File: config.mk
export PLATFORM = sky130hd
export DESIGN_NAME = seq_detector
export DESIGN_NICKNAME = d
export VERILOG_FILES = /design/src/rtl/seq_detector_pkg.sv /design/src/rtl/seq_detector_sat_counter.sv /design/src/rtl/seq_detector.sv
export SDC_FILE = /design/constraint.sdc
export NUM_CORES = 1
export LEC_CHECK = 0
export CELL_PAD_IN_SITES_DETAIL_PLACEMENT = 2
export CELL_PAD_IN_SITES_GLOBAL_PLACEMENT = 2
export CORE_MARGIN = 2
export CORE_UTILIZATION = 25
export DETAILED_ROUTE_END_ITERATION = 10
export GPL_TIMING_DRIVEN = 1
export PLACE_DENSITY_LB_ADDON = 0.1
export SLEW_MARGIN = 20
export SYNTH_ARGS = -nofsm -noshare
export SYNTH_HDL_FRONTEND = slang
export SYNTH_SLANG_ARGS = --single-unit
File: constraint.sdc
create_clock -name clk -period 1.4 [get_ports clk]
set_input_delay 0.21 -clock clk [delete_from_list [all_inputs] [get_ports clk]]
set_output_delay 0.21 -clock clk [all_outputs]
set_load 0.1 [all_outputs]
File: src/rtl/seq_detector_pkg.sv
// Shared definitions for the serial pattern detector: pattern length and
// FSM state encoding (state value = number of pattern bits matched so far).
package seq_detector_pkg;

    localparam int PAT_LEN = 4;

    typedef enum logic [1:0] {
        S0 = 2'd0,
        S1 = 2'd1,
        S2 = 2'd2,
        S3 = 2'd3
    } state_t;

endpackage

File: src/rtl/seq_detector_sat_counter.sv
// Saturating up-counter with synchronous clear; holds at all-ones once reached.
module sat_counter #(
    parameter int W = 8
) (
    input  logic         clk,
    input  logic         rst_n,
    input  logic         clr,
    input  logic         inc,
    output logic [W-1:0] cnt
);

    function automatic logic [W-1:0] sat_inc(input logic [W-1:0] v);
        return (v == {W{1'b1}}) ? v : v + W'(1);
    endfunction

    always_ff @(posedge clk or negedge rst_n) begin
        if (!rst_n) begin
            cnt <= '0;
        end else if (clr) begin
            cnt <= '0;
        end else if (inc) begin
            cnt <= sat_inc(cnt);
        end
    end

endmodule

File: src/rtl/seq_detector.sv
// Serial pattern detector: KMP-style FSM tracking the longest matched prefix
// of PATTERN, a registered one-cycle match pulse and a saturating match count.
module seq_detector
    import seq_detector_pkg::*;
#(
    parameter logic [PAT_LEN-1:0] PATTERN = 4'b1011,
    parameter bit                 OVERLAP = 1'b1,
    parameter int                 CNT_W   = 8
) (
    input  logic             clk,
    input  logic             rst_n,
    input  logic             din,
    input  logic             din_en,
    input  logic             clr,
    output logic             match,
    output logic [CNT_W-1:0] match_cnt,
    output logic [1:0]       state
);

    localparam logic [PAT_LEN:0] ONE  = {{PAT_LEN{1'b0}}, 1'b1};
    localparam logic [2:0]       FULL = 3'(PAT_LEN);

    // Longest prefix of PATTERN that is a suffix of (first k pattern bits, b).
    // Sequences are held MSB-first, so a length-j prefix is PATTERN >> (PAT_LEN-j).
    function automatic logic [2:0] kmp_next(input logic [1:0] k, input logic b);
        logic [PAT_LEN:0] pat_ext;
        logic [PAT_LEN:0] cand;
        logic [PAT_LEN:0] mask;
        logic [2:0]       best;
        pat_ext = {1'b0, PATTERN};
        cand    = ((pat_ext >> (PAT_LEN - int'(k))) << 1) | {{PAT_LEN{1'b0}}, b};
        best    = 3'd0;
        for (int j = 1; j <= PAT_LEN; j++) begin
            mask = (ONE << j) - ONE;
            if ((j <= int'(k) + 1) && ((cand & mask) == (pat_ext >> (PAT_LEN - j))))
                best = 3'(j);
        end
        return best;
    endfunction

    // Longest proper prefix of PATTERN that is also a suffix: resume point after a match.
    function automatic logic [1:0] border_len();
        logic [PAT_LEN:0] pat_ext;
        logic [PAT_LEN:0] mask;
        logic [1:0]       best;
        pat_ext = {1'b0, PATTERN};
        best    = 2'd0;
        for (int j = 1; j < PAT_LEN; j++) begin
            mask = (ONE << j) - ONE;
            if ((pat_ext & mask) == (pat_ext >> (PAT_LEN - j)))
                best = 2'(j);
        end
        return best;
    endfunction

    localparam state_t OVL_STATE = state_t'(border_len());

    state_t     state_p1;
    state_t     state_d;
    logic       match_p1;
    logic       match_d;
    logic       inc;
    logic [2:0] nxt_len;

    always_comb begin
        state_d = state_p1;
        match_d = 1'b0;
        inc     = 1'b0;
        nxt_len = kmp_next(state_p1, din);
        if (clr) begin
            state_d = S0;
        end else if (din_en) begin
            if (nxt_len == FULL) begin
                match_d = 1'b1;
                inc     = 1'b1;
                state_d = OVERLAP ? OVL_STATE : S0;
            end else begin
                state_d = state_t'(nxt_len[1:0]);
            end
        end
    end

    // ---- stage p1: registered state and match pulse ----
    always_ff @(posedge clk or negedge rst_n) begin
        if (!rst_n) begin
            state_p1 <= S0;
            match_p1 <= 1'b0;
        end else begin
            state_p1 <= state_d;
            match_p1 <= match_d;
        end
    end

    sat_counter #(
        .W(CNT_W)
    ) u_match_cnt (
        .clk  (clk),
        .rst_n(rst_n),
        .clr  (clr),
        .inc  (inc),
        .cnt  (match_cnt)
    );

    assign match = match_p1;
    assign state = state_p1;

endmodule
==> flow_summary_export.csv <==
group,metric,value,unit
cts,cts_tree,"done",
timing,fin_skew,6.36,ps
critical_path,crit_fanout,3,
floorplan,fp.dieH,51.8,um
critical_path,r2r_setup_slack,-20,ps
cts,htreeDepth,1,
cts,cts_buffer_depth,2,
route,vias,541,
global_route,grtUsageTotal,15.3,%
critical_path,rr_startpoint,"u_match_cnt.cnt[1]$_DFFE_PN0P_",
synth,netlist_instances,54,
critical_path,critPathCaptureType,"flop",
synth,syn_area,572,um^2
critical_path,worstSetupPathType,"reg -> reg",
status,violations,"setup timing",
layout,fillers,222,
global_route,grt_pass1_wl,2.91,mm
route,drc,0,
synth,synth_cell_types,23,
synth,ys_ff_latch,11,
synth,yosys_warnings,0,
timing,period_share,101,%
critical_path,cp-startpoint,"u_match_cnt.cnt[1]$_DFFE_PN0P_",
cts,clock-root-buffer,"clkbuf_4",
layout,multi_input_area,335,um^2
status,outcome,"finished, violations left",
power,combPwrFrac,11.4,%
synth,synth_top_area_share,48.1,%
global_route,grt_max_degree,12,
placement,dp.cells,110,
power,switchingPower,0.165,mW
power,power.total,0.625,mW
timing,setup_ws,-17.7,ps
route,vias_per_cell,4.75,
route,top_layer,"met4",
global_route,grt_overflow_total,0,
synth,ys_seq_area_share,48.1,%
power,swShare,26.4,%
route,firstDrtPassIters,2,
layout,seq_area,300,um^2
timing,slew_headroom,86.4,%
critical_path,slowest_stage,"dfrtp_4",
critical_path,worst-r2r-cell-count,5,
placement,portBuffers,15,
layout,syn_to_final_growth,89.3,%
route,m1WireLength,707,um
timing,period_needed,1420,ps
placement,place_hpwl,1.33,mm
route,drt-total-wl,1.71,mm
cts,numCtsBuffers,3,
floorplan,fp-row-count,17,
timing,setup_viol,1,
route,drt_iter0_markers,3,
critical_path,path_delay_family,"flip-flops",
floorplan,dieArea,0.00269,mm^2
timing,slew_viol_final,0,
cts,cts.sinks,11,
synth,syn_nets,60,
cts,clk_pin_slew,80,ps
layout,final_cell_mix,"buf_4, buf_12, nor2_1",
synth,syn_avg_cell_area,10.6,um^2
timing,final-hold-violation-count,0,
global_route,antenna_found_initial,0,
power,p_per_area,578,mW/mm^2
route,met3_length,94,um
timing,rsz0062_at_grt,"true",
layout,final_net_count,93,
critical_path,worstPathCellList,"ha_4 > nand4_4 > o2111ai_4 > nor2_2 > mux2_4",
floorplan,core,0.00219,mm^2
power,clkPwrFrac,37.1,%
route,wl_per_cell,15.0,um
job,maxCapViolations,0,
route,route.met2.wl,860,um
critical_path,arrival,1590,ps
timing,hold_ws,217,ps
layout,diodes,0,
layout,drive_gt1_share,54.7,%
timing,tightestPinTransition,198,ps
floorplan,die_w,51.8,um
power,ir_drop,0.578,mV
global_route,grt_pass1_vias,611,
hold_path,min_path_type,"in -> async",
critical_path,start_kind,"flop",
critical_path,crit_buf_inv,0,
synth,synth.largest_area_cell,"dfrtp_1",
power,p_leak,0.481,nW
timing,max_freq,0.705,GHz
critical_path,reg2reg_to,"u_match_cnt.cnt[7]$_DFFE_PN0P_",
floorplan,start_util,26.1,%
critical_path,cp.required,1570,ps
synth,yosys-top-cells-area,"dfrtp_1, xor2_1, nor2_1, mux2i_1, and4_1",
floorplan,boundaryPins,16,
layout,instances_no_fill,114,
power,sequentialPowerShare,51.6,%
cts,insertion_delay,280,ps
placement,routabilityCongestion,0.690,
layout,final_common_cell,"buf_4",
power,internal-power,0.460,mW
route,ant_nets,0,
critical_path,max_stage_delay,500,ps
power by group through the flow:
| stage | Combinational, mW | Clock [mW] | Sequential, mW |
|---|---|---|---|
| 2_1_floorplan | 0.00970 | 0 | 0.348 |
| 3_3_place_gp | 0.0705 | 0 | 0.329 |
| 3_5_place_dp | 0.0733 | 0 | 0.329 |
| 4_1_cts | 0.0735 | 0.236 | 0.322 |
| 5_1_grt | 0.0763 | 0.244 | 0.323 |
| 6_report | 0.0710 | 0.232 | 0.322 |
flip-flops by register name, indices dropped and copies added (netlist names):
signal / count
match: 1
state: 2
u_match_cnt.cnt: 8
how the worst max path moves through the flow:
stage	end	slack (ps)	cells past startpoint
final	u_match_cnt.cnt[7]$_DFFE_PN0P_	-20	5
after global placement	u_match_cnt.cnt[7]$_DFFE_PN0P_	-250	5
after CTS	u_match_cnt.cnt[7]$_DFFE_PN0P_	-50	5
after global routing	u_match_cnt.cnt[7]$_DFFE_PN0P_	-80	5
after detailed placement	u_match_cnt.cnt[7]$_DFFE_PN0P_	-300	5
after floorplan	u_match_cnt.cnt[7]$_DFFE_PN0P_	-260	5
through the flow:
stage | utilization [%] | setup TNS [ps] | worst slack (ps) | area, um^2
after floorplan | - | -896 | -265 | 622
after global placement | 46.3 | -1560 | -251 | 1010
after detailed placement | 46.3 | -1820 | -297 | 1010
after CTS | 48.2 | -91.8 | -52.3 | 1060
after global routing | 49.4 | -375 | -79.2 | 1080
final | 49.4 | -17.7 | -17.7 | 1080
cell usage after synthesis (all sizes together):
master	n
nand2	2
clkbuf	1
nand3	1
dfrtp	11
o211ai	2
and4	2
buf	1
and2	1
nor2b	2
mux2i	3
and3	2
a21oi	1
nand4	3
xor2	5
o21ai	2
ha	1
inv	1
nor2	11
o2111ai	1
mux2	1
metal layers:
layer	vias up	GRT usage (%)
li1	251	-
met1	271	17.7
met2	15	25.5
met3	4	3.45
met4	0	9.21
met5	-	0
area by class of cell:
| cell class | count | share of cell area [%] |
|---|---|---|
| clock buffers | 4 | 2.43 |
| well taps | 28 | 3.24 |
| inverters | 1 | 0.347 |
| multi-input cells | 40 | 31.0 |
| flip-flops and latches | 11 | 27.7 |
| repair buffers | 30 | 35.3 |
cells by family after synthesis:
family                   after synthesis  share of synthesized area [%]
AO/OA/AOI/OAI                          6                           7.87
XOR/XNOR                               5                           7.66
adder cells (fa/ha/maj)                1                           2.19
buffers and inverters                  3                           2.63
flip-flops                            11                           48.1
multiplexers                           4                           7.88
AND/OR/NAND/NOR                       24                           23.6
repair_timing:
item                                    4_1_cts  5_1_grt
hold buffers                                  0        0
endpoints found under the setup margin        7        8
buffers inserted                              0        0
pin swaps                                     9        9
resized for setup                             2        7
No activity file was read; power rests on OpenSTA's default activity.
